**src/rtl/pcm_sched_pkg.sv**
```systemverilog
// Shared types and widths for the PCM transmit scheduler.
package pcm_sched_pkg;

  localparam int unsigned PCM_W  = 16;
  localparam int unsigned NUM_CH = 2;

  typedef enum logic [1:0] {S_IDLE, S_ISSUE, S_GAP} sched_state_t;

  typedef logic [PCM_W-1:0] pcm_t;

endpackage

```
**src/rtl/pcm_fifo.sv**
```systemverilog
// Single-clock FIFO with a registered occupancy count; full/empty decode from that count.
module pcm_fifo #(
  parameter int unsigned DEPTH = 4,
  parameter int unsigned WIDTH = 16
) (
  input  logic                     clk,
  input  logic                     reset_n,
  input  logic                     push,
  input  logic                     pop,
  input  logic [WIDTH-1:0]         wdata,
  output logic [WIDTH-1:0]         rdata,
  output logic                     full,
  output logic                     empty,
  output logic [$clog2(DEPTH):0]   count
);

  localparam int unsigned AW = $clog2(DEPTH);
  localparam logic [AW-1:0] PTR_ONE  = 1;
  localparam logic [AW:0]   CNT_ONE  = 1;
  localparam logic [AW:0]   CNT_FULL = (AW+1)'(DEPTH);

  logic [WIDTH-1:0] r_mem [DEPTH];
  logic [AW-1:0]    r_wptr;
  logic [AW-1:0]    r_rptr;
  logic [AW:0]      r_count;
  logic             w_push;
  logic             w_pop;

  assign full   = (r_count == CNT_FULL);
  assign empty  = (r_count == '0);
  assign count  = r_count;
  assign rdata  = r_mem[r_rptr];
  // Full is judged on the registered count, so a pop cannot make room for a same-cycle push.
  assign w_push = push && !full;
  assign w_pop  = pop && !empty;

  always_ff @(posedge clk or negedge reset_n) begin
    if (!reset_n) begin
      r_wptr  <= '0;
      r_rptr  <= '0;
      r_count <= '0;
    end else begin
      if (w_push) r_wptr <= r_wptr + PTR_ONE;
      if (w_pop)  r_rptr <= r_rptr + PTR_ONE;
      case ({w_push, w_pop})
        2'b10:   r_count <= r_count + CNT_ONE;
        2'b01:   r_count <= r_count - CNT_ONE;
        default: r_count <= r_count;
      endcase
    end
  end

  always_ff @(posedge clk) begin
    if (w_push) r_mem[r_wptr] <= wdata;
  end

endmodule

```
**src/rtl/pcm_tx_scheduler.sv**
```systemverilog
// Round-robin two-channel PCM scheduler with paced issue strobes for the SPI transmitter.
// Build option CHAN_TAG_EN: replace pcm_out[0] with the issuing channel id.
module pcm_tx_scheduler
  import pcm_sched_pkg::*;
#(
  parameter int unsigned GAP_CYCLES = 16,
  parameter int unsigned FIFO_DEPTH = 4
) (
  input  logic             clk,
  input  logic             reset_n,
  input  logic             enable,
  input  logic             ch0_valid,
  input  logic [PCM_W-1:0] ch0_data,
  output logic             ch0_ready,
  input  logic             ch1_valid,
  input  logic [PCM_W-1:0] ch1_data,
  output logic             ch1_ready,
  input  logic             ovf_clr,
  output logic             audio_valid,
  output logic [PCM_W-1:0] pcm_out,
  output logic             chan_sel,
  output logic [1:0]       ovf,
  output logic             busy
);

  localparam int unsigned CW = $clog2(GAP_CYCLES);
  localparam int unsigned FCW = $clog2(FIFO_DEPTH) + 1;
  localparam logic [CW-1:0] GAP_LOAD = CW'(GAP_CYCLES - 3);
  localparam logic [CW-1:0] GAP_ONE  = 1;

  sched_state_t r_state, w_state_nxt;
  logic [CW-1:0] r_gap_cnt, w_gap_cnt_nxt;
  logic          r_grant, w_grant_nxt;
  logic          r_last_grant, w_last_grant_nxt;
  logic          r_audio_valid, w_audio_valid_nxt;
  pcm_t          r_pcm_out, w_pcm_out_nxt;
  logic          r_chan_sel, w_chan_sel_nxt;
  logic [1:0]    r_ovf, w_ovf_nxt;

  pcm_t           w_rdata0, w_rdata1, w_sample, w_issue_data;
  logic           w_full0, w_full1, w_empty0, w_empty1;
  logic [FCW-1:0] w_count0, w_count1;
  logic           w_push0, w_push1, w_pop0, w_pop1;
  logic           w_has0, w_has1;

  assign ch0_ready = !w_full0;
  assign ch1_ready = !w_full1;
  assign w_push0   = ch0_valid && ch0_ready;
  assign w_push1   = ch1_valid && ch1_ready;
  assign w_has0    = (w_count0 != '0);
  assign w_has1    = (w_count1 != '0);

  pcm_fifo #(.DEPTH(FIFO_DEPTH), .WIDTH(PCM_W)) u_fifo_ch0 (
    .clk    (clk),
    .reset_n(reset_n),
    .push   (w_push0),
    .pop    (w_pop0),
    .wdata  (ch0_data),
    .rdata  (w_rdata0),
    .full   (w_full0),
    .empty  (w_empty0),
    .count  (w_count0)
  );

  pcm_fifo #(.DEPTH(FIFO_DEPTH), .WIDTH(PCM_W)) u_fifo_ch1 (
    .clk    (clk),
    .reset_n(reset_n),
    .push   (w_push1),
    .pop    (w_pop1),
    .wdata  (ch1_data),
    .rdata  (w_rdata1),
    .full   (w_full1),
    .empty  (w_empty1),
    .count  (w_count1)
  );

  assign w_sample = r_grant ? w_rdata1 : w_rdata0;
`ifdef CHAN_TAG_EN
  assign w_issue_data = {w_sample[PCM_W-1:1], r_grant};
`else
  assign w_issue_data = w_sample;
`endif

  always_comb begin
    w_state_nxt       = r_state;
    w_gap_cnt_nxt     = r_gap_cnt;
    w_grant_nxt       = r_grant;
    w_last_grant_nxt  = r_last_grant;
    w_audio_valid_nxt = 1'b0;
    w_pcm_out_nxt     = r_pcm_out;
    w_chan_sel_nxt    = r_chan_sel;
    w_pop0            = 1'b0;
    w_pop1            = 1'b0;
    unique case (r_state)
      S_IDLE: begin
        if (enable && (w_has0 || w_has1)) begin
          w_state_nxt = S_ISSUE;
          w_grant_nxt = (w_has0 && w_has1) ? !r_last_grant : w_has1;
        end
      end
      S_ISSUE: begin
        w_pop0            = !r_grant && !w_empty0;
        w_pop1            = r_grant && !w_empty1;
        w_audio_valid_nxt = 1'b1;
        w_pcm_out_nxt     = w_issue_data;
        w_chan_sel_nxt    = r_grant;
        w_last_grant_nxt  = r_grant;
        w_gap_cnt_nxt     = GAP_LOAD;
        w_state_nxt       = S_GAP;
      end
      S_GAP: begin
        // IDLE + ISSUE + (GAP_CYCLES-2) gap cycles give the exact strobe period.
        if (r_gap_cnt == '0) w_state_nxt = S_IDLE;
        else                 w_gap_cnt_nxt = r_gap_cnt - GAP_ONE;
      end
      default: w_state_nxt = S_IDLE;
    endcase
  end

  // Set beats clear when both land on the same edge.
  assign w_ovf_nxt = (ovf_clr ? 2'b00 : r_ovf)
                   | {ch1_valid && !ch1_ready, ch0_valid && !ch0_ready};

  always_ff @(posedge clk or negedge reset_n) begin
    if (!reset_n) begin
      r_state       <= S_IDLE;
      r_gap_cnt     <= '0;
      r_grant       <= 1'b0;
      r_last_grant  <= 1'b1;
      r_audio_valid <= 1'b0;
      r_pcm_out     <= '0;
      r_chan_sel    <= 1'b0;
      r_ovf         <= 2'b00;
    end else begin
      r_state       <= w_state_nxt;
      r_gap_cnt     <= w_gap_cnt_nxt;
      r_grant       <= w_grant_nxt;
      r_last_grant  <= w_last_grant_nxt;
      r_audio_valid <= w_audio_valid_nxt;
      r_pcm_out     <= w_pcm_out_nxt;
      r_chan_sel    <= w_chan_sel_nxt;
      r_ovf         <= w_ovf_nxt;
    end
  end

  assign audio_valid = r_audio_valid;
  assign pcm_out     = r_pcm_out;
  assign chan_sel    = r_chan_sel;
  assign ovf         = r_ovf;
  assign busy        = (r_state != S_IDLE);

endmodule

```
**config.mk**
```make
export PLATFORM = sky130hd
export DESIGN_NAME = pcm_tx_scheduler
export DESIGN_NICKNAME = d
export VERILOG_FILES = /design/src/rtl/pcm_sched_pkg.sv /design/src/rtl/pcm_fifo.sv /design/src/rtl/pcm_tx_scheduler.sv
export SDC_FILE = /design/constraint.sdc
export NUM_CORES = 1
export LEC_CHECK = 0
export BUFFER_PORTS_ARGS = -buffer_cell sky130_fd_sc_hd__buf_2
export CORE_ASPECT_RATIO = 0.75
export CORE_MARGIN = 5
export CORE_UTILIZATION = 54
export CTS_CLUSTER_SIZE = 12
export DETAILED_ROUTE_END_ITERATION = 10
export PLACE_DENSITY = 0.73
export SETUP_SLACK_MARGIN = 0.15
export SLEW_MARGIN = 20
export SYNTH_ARGS = -nofsm -noshare
export SYNTH_HDL_FRONTEND = slang
export SYNTH_SLANG_ARGS = --single-unit
```
**constraint.sdc**
```tcl
create_clock -name clk -period 4.4 [get_ports clk]
set_input_delay 0.88 -clock clk [delete_from_list [all_inputs] [get_ports clk]]
set_output_delay 0.88 -clock clk [all_outputs]
set_load 0.005 [all_outputs]
```
==> flow_summary_export.csv, run 1 <==
group,metric,value,unit
synthesis,syn_avg_cell_area,18.59,um^2
critical_path,slowest_stage,"dfrtp_1",
critical_path,end_kind,"flip-flop",
die,die_x,139.3,um
die,io_pins,61,
clocking,cts-root-buf,"clkbuf_16",
synthesis,yosys.cell_types.count,36,
synthesis,synth_common_cells,"128 x edfxtp_1, 41 x dfrtp_1, 24 x nand2_1, 20 x mux4_2, 19 x inv_1",
timing,fmaxAchievable,0.3822,GHz
place,place_congestion,0.7423,
die,initial_core_util,55.18,%
timing,fin_worst_skew,0.008838,ns
power,leakage,3.000,nW
flow_run,max_cap_viol_count,0,
min_path,hold_class,"input port to asynchronous set/reset pin",
synthesis,synth_top_area_share,56.80,%
power,peakVddDrop,0.3411,mV
global_route,antenna_found_initial,0,
synthesis,yosysTopAreaCell,"edfxtp_1",
critical_path,path_max_fanout,20,
routing,vias,3292,
routing,via_per_inst,5.406,
power,p_per_area,674.1,nW/um^2
critical_path,r2r_slack,1.78,ns
routing,drc,0,
place,pre_cts_ws,1.813,ns
clocking,postCtsHoldBufs,0,
cells_and_area,fill_cells,899,
die,dieArea,14890,um^2
critical_path,critical_path_class,"flip-flop to flip-flop",
routing,wirelength,11720,um
clocking,cts_tree,"yes",
clocking,post_cts_buffers,0,
timing,fin_crit_sh,59.46,%
synthesis,syn_nets,415,
clocking,path_clk_slew,0.07,ns
timing,fin_crit,2.616,ns
clocking,cts_sinks,170,
critical_path,critPathRequiredTime,4.75,ns
status,status,"finished clean",
synthesis,ys_warn_count,0,
global_route,grt_max_degree,43,
routing,first_pass_iters,4,
synthesis,synth_most_common_cell,"edfxtp_1",
clocking,clkLatencyLatePin,0.42,ns
synthesis,syn_area,6766,um^2
timing,setup_viol,0,
die,die_height,106.9,um
synthesis,synth.yosys.seq_area_share,72.36,%
place,hpwl,7675,um
cells_and_area,fin_nets,481,
cells_and_area,n_antenna_cell,0,
critical_path,slowest_delay,0.97,ns
critical_path,critPathArrivalTime,2.96,ns
global_route,grt_pass1_wl,18930,um
place,io_buffers,60,
die,rows,35,
clocking,cts_resized,0,
routing,ant_nets,0,
die,core_area,12260,um^2
synthesis,ys_ff_latch,170,
cells_and_area,drive_above_1_share,26.86,%
cells_and_area,area_growth,14.61,%
timing,tns,0,ns
clocking,cts_buffer_depth,2,
routing,wl_per_cell,19.25,um
routing,drt_iter0_markers,199,
global_route,grt.total_usage,17.14,%
critical_path,start_kind,"flip-flop",
critical_path,r2r_cells,8,
timing,rsz0062_at_grt,"no",
synthesis,synthArstFlopShare,24.71,%
timing,fin_ws,1.784,ns
timing,slew_headroom,34.53,%
synthesis,synth_edf_count,128,
global_route,first_global_vias,3448,
timing,hold_viol,0,
clocking,numCtsBuffers,17,
global_route,grt-ovfl-total,0,
synthesis,yosys-top-cells-area,"edfxtp_1 57%, dfrtp_1 15%, mux4_2 6.7%",
synthesis,synth-main-ff-cell,"edfxtp_1",
synthesis,syn_inst,364,
timing,slew_violations,0,
timing,worstMarginPinSlew,0.9820,ns
critical_path,crit_chain,"nand3b_1 > nor2_1 > ha_1 > inv_1 > fa_1 > xor2_1 > nor2_1 > xor2_1",
clocking,htreeDepth,4,
## critical path: cells and delay by family (launching register included)
family                   cells  cell delay (ns)
adder cells (fa/ha/maj)      2             0.61
buffers and inverters        1             0.07
flip-flops                   1             0.97
AND/OR/NAND/NOR              3             0.61
XOR/XNOR                     2             0.29
## area by class of cell
cell class                 instances  area (um^2)  area share [%]
timing repair buffer              61        310.3           4.001
sequential                       170         4897           63.15
multi-input combinational        161         1688           21.77
inverter                          19        71.32          0.9197
clock buffer                      17        425.4           5.486
tap                              166        207.7           2.678
clock inverter                    15        155.1           2.001
## cells in the final DEF (no fill, tap or decap), types with 3 or more instances in the layout
| cell type | count |
|---|---|
| nand2_1 | 24 |
| clkinv_8 | 3 |
| inv_6 | 4 |
| o21ai_1 | 8 |
| mux4_1 | 12 |
| clkinv_4 | 3 |
| ha_1 | 11 |
| xor2_1 | 8 |
| nor3b_1 | 3 |
| edfxtp_1 | 128 |
| mux4_2 | 20 |
| mux2i_1 | 18 |
| nor2b_1 | 3 |
| and2_1 | 9 |
| inv_1 | 19 |
| xnor2_1 | 4 |
| buf_2 | 59 |
| nor2_1 | 5 |
| dfrtp_1 | 40 |
| o21ai_0 | 13 |
| inv_8 | 3 |
| nor3_1 | 4 |
| clkbuf_16 | 17 |
## metrics by stage
stage               std cells  cell area [um^2]  utilization [%]  power [mW]  hold WS (ns)
floorplan                 364              6766                -       3.446        0.4393
global placement          577              7171            58.48       3.791        0.4489
detailed placement        577              7171            58.48       3.853        0.4538
CTS                       609              7751            63.21       5.302        0.4651
global route              609              7755            63.24       5.537        0.4853
finish                    609              7755            63.24       5.227        0.4488
## layer usage
metal / wire length, um / GRT usage [%] / share of wire [%] / up-vias
li1: - / - / - / 1532
met1: 5274 / 23.62 / 45 / 1668
met2: 5817 / 26.41 / 50 / 88
met3: 601 / 5.350 / 5.1 / 4
met4: 29 / 5.656 / 0.25 / 0
met5: 0 / 0 / 0 / -
## path summary, 6_finish.rpt
check / endpoint / start
worst max-delay path: u_fifo_ch1.count[2] / r_grant
worst min-delay path: ovf[0] / reset_n
worst max register to register: u_fifo_ch1.count[2] / r_grant
worst min register to register: r_last_grant / r_last_grant
max in group asynchronous: u_fifo_ch0.r_rptr[0] / reset_n
min in group clk: r_last_grant / r_last_grant
## cells by family (layout without fill, tap and decap cells)
logic type | after synthesis | after routing | synth area share (%)
mux | 52 | 52 | 14.31
xor+xnor | 12 | 12 | 1.553
fa+ha+maj | 13 | 13 | 2.626
buf+inv | 33 | 112 | 2.700
flops | 170 | 170 | 72.36
simple gates | 57 | 57 | 4.309
compound gates | 27 | 27 | 2.145
## registers in the layout (all words and copies together) (netlist names)
| name | cells |
|---|---|
| u_fifo_ch0.r_mem | 64 |
| u_fifo_ch1.count | 3 |
| ovf | 2 |
| u_fifo_ch1.r_mem | 64 |
| u_fifo_ch0.r_wptr | 2 |
| pcm_out | 16 |
| r_last_grant | 1 |
| r_gap_cnt | 4 |
| u_fifo_ch1.r_wptr | 2 |
| u_fifo_ch0.r_rptr | 2 |
| u_fifo_ch1.r_rptr | 2 |
| r_state | 2 |
| chan_sel | 1 |
| u_fifo_ch0.count | 3 |
| r_grant | 1 |
| audio_valid | 1 |
## power breakdown
group	total, mW	switching [mW]	internal (mW)
clock network	1.43	0.675	0.755
registers	2.55	0.363	2.18
logic	1.25	0.599	0.652
total	5.23	1.64	3.59
Power figures use the tool's default switching activity.
==> inputs of run 2 (changes only) <==
--- a/config.mk
+++ b/config.mk
@@ -8,10 +8,10 @@
 export BUFFER_PORTS_ARGS = -buffer_cell sky130_fd_sc_hd__buf_2
 export CORE_ASPECT_RATIO = 0.75
 export CORE_MARGIN = 5
-export CORE_UTILIZATION = 54
+export CORE_UTILIZATION = 53
 export CTS_CLUSTER_SIZE = 12
 export DETAILED_ROUTE_END_ITERATION = 10
-export PLACE_DENSITY = 0.73
+export PLACE_DENSITY = 0.75
 export SETUP_SLACK_MARGIN = 0.15
 export SLEW_MARGIN = 20
 export SYNTH_ARGS = -nofsm -noshare
==> constraint.sdc (replaced) <==
create_clock -name clk -period 2.2 [get_ports clk]
set_input_delay 0.44 -clock clk [delete_from_list [all_inputs] [get_ports clk]]
set_output_delay 0.44 -clock clk [all_outputs]
set_load 0.005 [all_outputs]
==> run 2 against run 1 <==
Maximum frequency up 34%. Via count is 5.0% higher. Power is 110% higher. Sequential share of layout area decreased by 1.7 points. Global-route usage grew 0.64 points. Worst setup slack got worse by 1.5 ns. Final area is 2.7% higher. Worst hold slack got worse by 0.36 ns. Non-clock buffer count grew 21. First-iteration DRC count increased by 29%. Die area grew 1.7%. Core utilization increased by 1.0 points. Critical endpoint is now u_fifo_ch0.count[2]. Largest power group unchanged.
==> flow_summary_export.csv, run 2 (same netlist as run 1, synthesis figures left out) <==
group,metric,value,unit
status,status,"finished clean",
critical_path,timing.rr.start,"r_state[1]",
critical_path,critical_path_class,"flip-flop to flip-flop",
place,io_buffers,60,
timing,fin_crit_sh,88.90,%
cells_and_area,final_cell_mix,"128 x edfxtp_1, 60 x buf_2, 41 x dfrtp_1",
cells_and_area,fin_cells,630,
critical_path,path_max_fanout,5,
routing,via_per_inst,5.486,
power,leakage,3.126,nW
timing,hold_viol,0,
critical_path,path_depth,8,
clocking,cts_tree,"yes",
routing,drc,0,
routing,ant_nets,0,
timing,worstMarginPinSlew,0.5701,ns
clocking,clkLatencyLatePin,0.43,ns
cells_and_area,area_growth,17.68,%
routing,drt_iter0_markers,256,
routing,vias,3456,
critical_path,r2r_slack,0.24,ns
global_route,grt.total_usage,17.78,%
critical_path,r2r_end,"u_fifo_ch0.count[2]",
critical_path,path_delay_family,"adder cells",
timing,slew_headroom,62.00,%
die,die_height,107.9,um
timing,worst_hold_slack,0.09172,ns
die,rows,35,
timing,fin_crit,1.956,ns
critical_path,slowest_delay,0.42,ns
timing,fin_worst_skew,0.01025,ns
global_route,antenna_found_initial,0,
min_path,hold_class,"input port to asynchronous set/reset pin",
timing,setup_viol,0,
cells_and_area,n_antenna_cell,0,
die,die_x,140.5,um
cells_and_area,fin_nets,502,
timing,tns,0,ns
power,p_per_area,1369,nW/um^2
critical_path,r2r_cells,8,
clocking,cts_sinks,170,
timing,slew_violations,0,
die,initial_core_util,54.60,%
routing,wl_per_cell,19.85,um
power,finalPower,10.90,mW
place,place_congestion,0.7600,
die,core_area,12390,um^2
power,peakVddDrop,0.8931,mV
critical_path,critPathArrivalTime,2.30,ns
flow_run,max_cap_viol_count,0,
critical_path,start_kind,"flip-flop",
clocking,cts-root-buf,"clkbuf_16",
critical_path,critPathRequiredTime,2.55,ns
cells_and_area,design_area,7963,um^2
critical_path,path_common_cell,"xor2_1",
critical_path,crit_chain,"nand2b_1 > nor3_2 > ha_2 > inv_1 > fa_1 > xor2_1 > nor2_1 > xor2_1",
place,hpwl,8041,um
cells_and_area,drive_above_1_share,31.03,%
critical_path,crit_end,"u_fifo_ch0.count[2]",
timing,fmaxAchievable,0.5113,GHz
place,dp_cells,596,
global_route,first_global_vias,3511,
place,placed_area,7313,um^2
cells_and_area,fill_cells,853,
routing,wirelength,12510,um
routing,first_pass_iters,4,
cells_and_area,layout_commonest_cell,"edfxtp_1",
die,dieArea,15150,um^2
clocking,htreeDepth,4,
global_route,grt_pass1_wl,19730,um
critical_path,startpoint,"r_state[1]",
clocking,numCtsBuffers,17,
critical_path,crit_buf_inv,1,
die,io_pins,61,
clocking,path_clk_slew,0.06,ns
clocking,cts_buffer_depth,2,
critical_path,slowest_stage,"dfrtp_1",
global_route,grt_max_degree,43,
global_route,grt-ovfl-total,0,
timing,rsz0062_at_grt,"yes",
critical_path,end_kind,"flip-flop",
-- run 2: cell count changes in the layout (fill, tap and decap cells not counted), sizes merged --
cell      before  now
clkbuf        17   18
clkinvlp       1    2
clkinv         7    3
buf           61   82
inv           26   25
bufinv         0    3
-- run 2: repair_timing --
action / CTS / global route
setup endpoints to repair: 1 / 2
setup buffers: 0 / 2
resized for setup: 1 / 4
hold buffers: 0 / 0
pin swaps: 0 / 1
-- run 2: worst min path at each step --
stage,slack [ns],endpoint,from,cells after the start
finish,0.09,u_fifo_ch0.r_wptr[1],reset_n,2
global route,0.14,r_gap_cnt[3],reset_n,2
CTS,0.10,u_fifo_ch0.r_wptr[1],reset_n,2
detailed placement,0.46,r_last_grant,r_last_grant,2
global placement,0.45,r_last_grant,r_last_grant,2
floorplan,0.14,audio_valid,reset_n,0
-- run 2: final cells by class --
type	instances	area, um^2	share of cell area [%]
inverter	19	71.32	0.8957
clock inverter	14	185.2	2.326
clock buffer	18	429.2	5.390
multi-input combinational	161	1708	21.45
sequential	170	4896	61.49
timing repair buffer	82	465.4	5.845
tap	166	207.7	2.608
-- run 2: metrics by stage --
step                util (%)  setup slack (ns)
detailed placement     59.01            0.1199
CTS                    64.01            0.1617
finish                 64.25            0.2443
global route           64.25            0.1226
global placement       59.01            0.2707
floorplan                  -            0.2619
-- run 2: per-layer routing --
metal | vias to the layer above | global-route usage, % | wire, um
met4 | 0 | 5.463 | 153
met2 | 128 | 27.46 | 6169
met1 | 1744 | 24.47 | 5371
met5 | - | 0 | 0
li1 | 1570 | - | -
met3 | 14 | 5.595 | 810
-- run 2: report_power, final --
group | switching (mW) | internal [mW] | total, mW | leakage, nW
clock | 1.26 | 1.82 | 3.08 | 0.296
sequential | 0.372 | 4.36 | 4.73 | 1.68
combinational | 1.64 | 1.45 | 3.09 | 1.15
total | 3.27 | 7.63 | 10.9 | 3.13
==> inputs of run 3 (changes only) <==
--- a/config.mk
+++ b/config.mk
@@ -12,7 +12,7 @@
 export CTS_CLUSTER_SIZE = 12
 export DETAILED_ROUTE_END_ITERATION = 10
 export PLACE_DENSITY = 0.75
-export SETUP_SLACK_MARGIN = 0.15
+export SETUP_SLACK_MARGIN = 0.5
 export SLEW_MARGIN = 20
 export SYNTH_ARGS = -nofsm -noshare
 export SYNTH_HDL_FRONTEND = slang
==> run 3 against run 2 <==
Power rose by 4.4%. Clock power fell by 6%. Combinational power rose by 20%. Sequential cell count did not move. Non-clock buffer count rose by 26. Critical endpoint is now ch1_ready. Largest cell class unchanged. Largest power group unchanged.
==> flow_summary_export.csv, run 3 (same netlist as run 1, synthesis figures left out) <==
group,metric,value,unit
critical_path,path_max_fanout,3,
routing,ant_nets,0,
cells_and_area,fin_nets,528,
global_route,grt-ovfl-total,0,
timing,slew_violations,0,
critical_path,timing.rr.start,"u_fifo_ch0.count[0]",
critical_path,crit_chain,"nor3b_2 > buf_4 > buf_6 > inv_2 > buf_2",
critical_path,path_delay_family,"flip-flops",
die,core_area,12390,um^2
critical_path,startpoint,"u_fifo_ch1.count[1]",
die,rows,35,
place,io_buffers,60,
power,combPwrFrac,32.6,%
place,pre_cts_ws,0.1964,ns
critical_path,end_kind,"output port",
timing,fin_ws,0.3625,ns
power,p_per_area,1373,nW/um^2
cells_and_area,drive_above_1_share,38.78,%
critical_path,crit_buf_inv,4,
status,status,"finished clean",
routing,wl_per_cell,20.03,um
critical_path,start_kind,"flip-flop",
clocking,clkLatencyLatePin,0.42,ns
routing,wirelength,13140,um
timing,tns,0,ns
routing,via_per_inst,5.399,
routing,vias,3542,
power,power.internal,7.785,mW
place,place_congestion,0.7600,
critical_path,slowest_stage,"dfrtp_1",
cells_and_area,design_area,8292,um^2
cells_and_area,final_cell_mix,"128 x edfxtp_1, 58 x buf_2, 39 x buf_4",
cells_and_area,area_growth,22.54,%
critical_path,crit_end,"ch1_ready",
clocking,path_clk_slew,0.07,ns
critical_path,r2r_end,"u_fifo_ch0.count[2]",
place,hpwl,8398,um
power,p_sw,3.596,mW
clocking,cts-root-buf,"clkbuf_16",
die,initial_core_util,54.60,%
clocking,numCtsBuffers,17,
clocking,htreeDepth,4,
critical_path,slowest_delay,0.41,ns
routing,drt_iter0_markers,246,
critical_path,critPathRequiredTime,1.76,ns
clocking,cts_sinks,170,
timing,slew_headroom,74.87,%
timing,fin_crit,1.838,ns
die,die_height,107.9,um
power,peakVddDrop,0.7865,mV
timing,rsz0062_at_grt,"yes",
critical_path,r2r_slack,0.38,ns
clocking,cts_tree,"yes",
global_route,grt.total_usage,18.49,%
die,dieArea,15150,um^2
cells_and_area,fin_cells,656,
die,io_pins,61,
power,p_clk_share,25.3,%
power,finalPower,11.38,mW
cells_and_area,fin_util,66.91,%
critical_path,critical_path_class,"flip-flop to output port",
power,leakage,3.274,nW
die,die_x,140.5,um
timing,fin_worst_skew,0.01163,ns
timing,worst_hold_slack,0.2253,ns
global_route,grt_max_degree,40,
global_route,grt_pass1_wl,20790,um
power,power_frac_seq,42.1,%
timing,fmaxAchievable,0.5442,GHz
cells_and_area,n_antenna_cell,0,
place,placed_area,7368,um^2
power,swShare,31.60,%
place,dp_cells,595,
global_route,first_global_vias,3750,
timing,setup_viol,0,
cells_and_area,layout_commonest_cell,"edfxtp_1",
timing,hold_viol,0,
cells_and_area,fill_cells,828,
critical_path,critPathArrivalTime,1.40,ns
critical_path,r2r_cells,9,
timing,worstMarginPinSlew,0.3770,ns
routing,drc,0,
min_path,hold_class,"input port to flip-flop",
flow_run,max_cap_viol_count,0,
timing,fin_crit_sh,83.52,%
clocking,cts_buffer_depth,2,
critical_path,path_depth,5,
global_route,antenna_found_initial,0,
routing,first_pass_iters,5,
==> run 3: cell count changes in the layout (fill, tap and decap cells not counted), moves of 3 or more <==
cell	delta
buf_6	+6
buf_12	+4
inv_2	+7
clkinv_8	+3
buf_4	+17
dfrtp_1	-3
inv_1	-7
bufinv_16	-3
dfrtp_2	+3
==> run 3: power groups by stage <==
stage          Clock (mW)  Combinational [mW]  Sequential (mW)
2_1_floorplan           0                2.24             4.70
3_3_place_gp            0                3.05             4.78
3_5_place_dp            0                3.18             4.84
4_1_cts              2.92                3.42             4.77
5_1_grt              3.07                4.09             4.88
6_report             2.88                3.71             4.79
==> run 3: worst min path at each step <==
stage                       startpoint                 endpoint  slack [ns]  depth (start not counted)
final                     ch0_data[15]  u_fifo_ch0.r_mem[0][15]        0.23                          1
after global routing       ch1_data[2]   u_fifo_ch1.r_mem[0][2]        0.21                          1
after CTS                  ch1_data[4]   u_fifo_ch1.r_mem[2][4]        0.21                          1
after detailed placement       reset_n      u_fifo_ch0.count[2]        0.35                          1
after global placement         reset_n      u_fifo_ch0.count[2]        0.35                          1
after floorplan                reset_n              audio_valid        0.14                          0
==> run 3: timing repair <==
item                                    CTS  global route
endpoints found under the setup margin   10            53
hold buffers                              1             0
gates resized for setup                  13            19
pin swaps                                10             9
endpoints found under the hold margin    11             0
buffers inserted                         15            13
==> run 3: cell type report <==
cell class / count / area, um^2 / area share, %
multi-input cells: 161 / 1793 / 21.62
clock inverters: 15 / 153.9 / 1.856
repair buffers: 108 / 740.7 / 8.933
clock buffers: 17 / 425.4 / 5.131
well taps: 166 / 207.7 / 2.505
flip-flops and latches: 170 / 4900 / 59.09
inverters: 19 / 71.32 / 0.8601
==> run 3: metal layers <==
| metal | vias up | share of wire [%] | global-route usage, % |
|---|---|---|---|
| met4 | 0 | 0.65 | 4.149 |
| met1 | 1805 | 44 | 25.49 |
| met2 | 111 | 50 | 29.68 |
| met5 | - | 0 | 0 |
| met3 | 8 | 5.9 | 5.284 |
| li1 | 1618 | - | - |
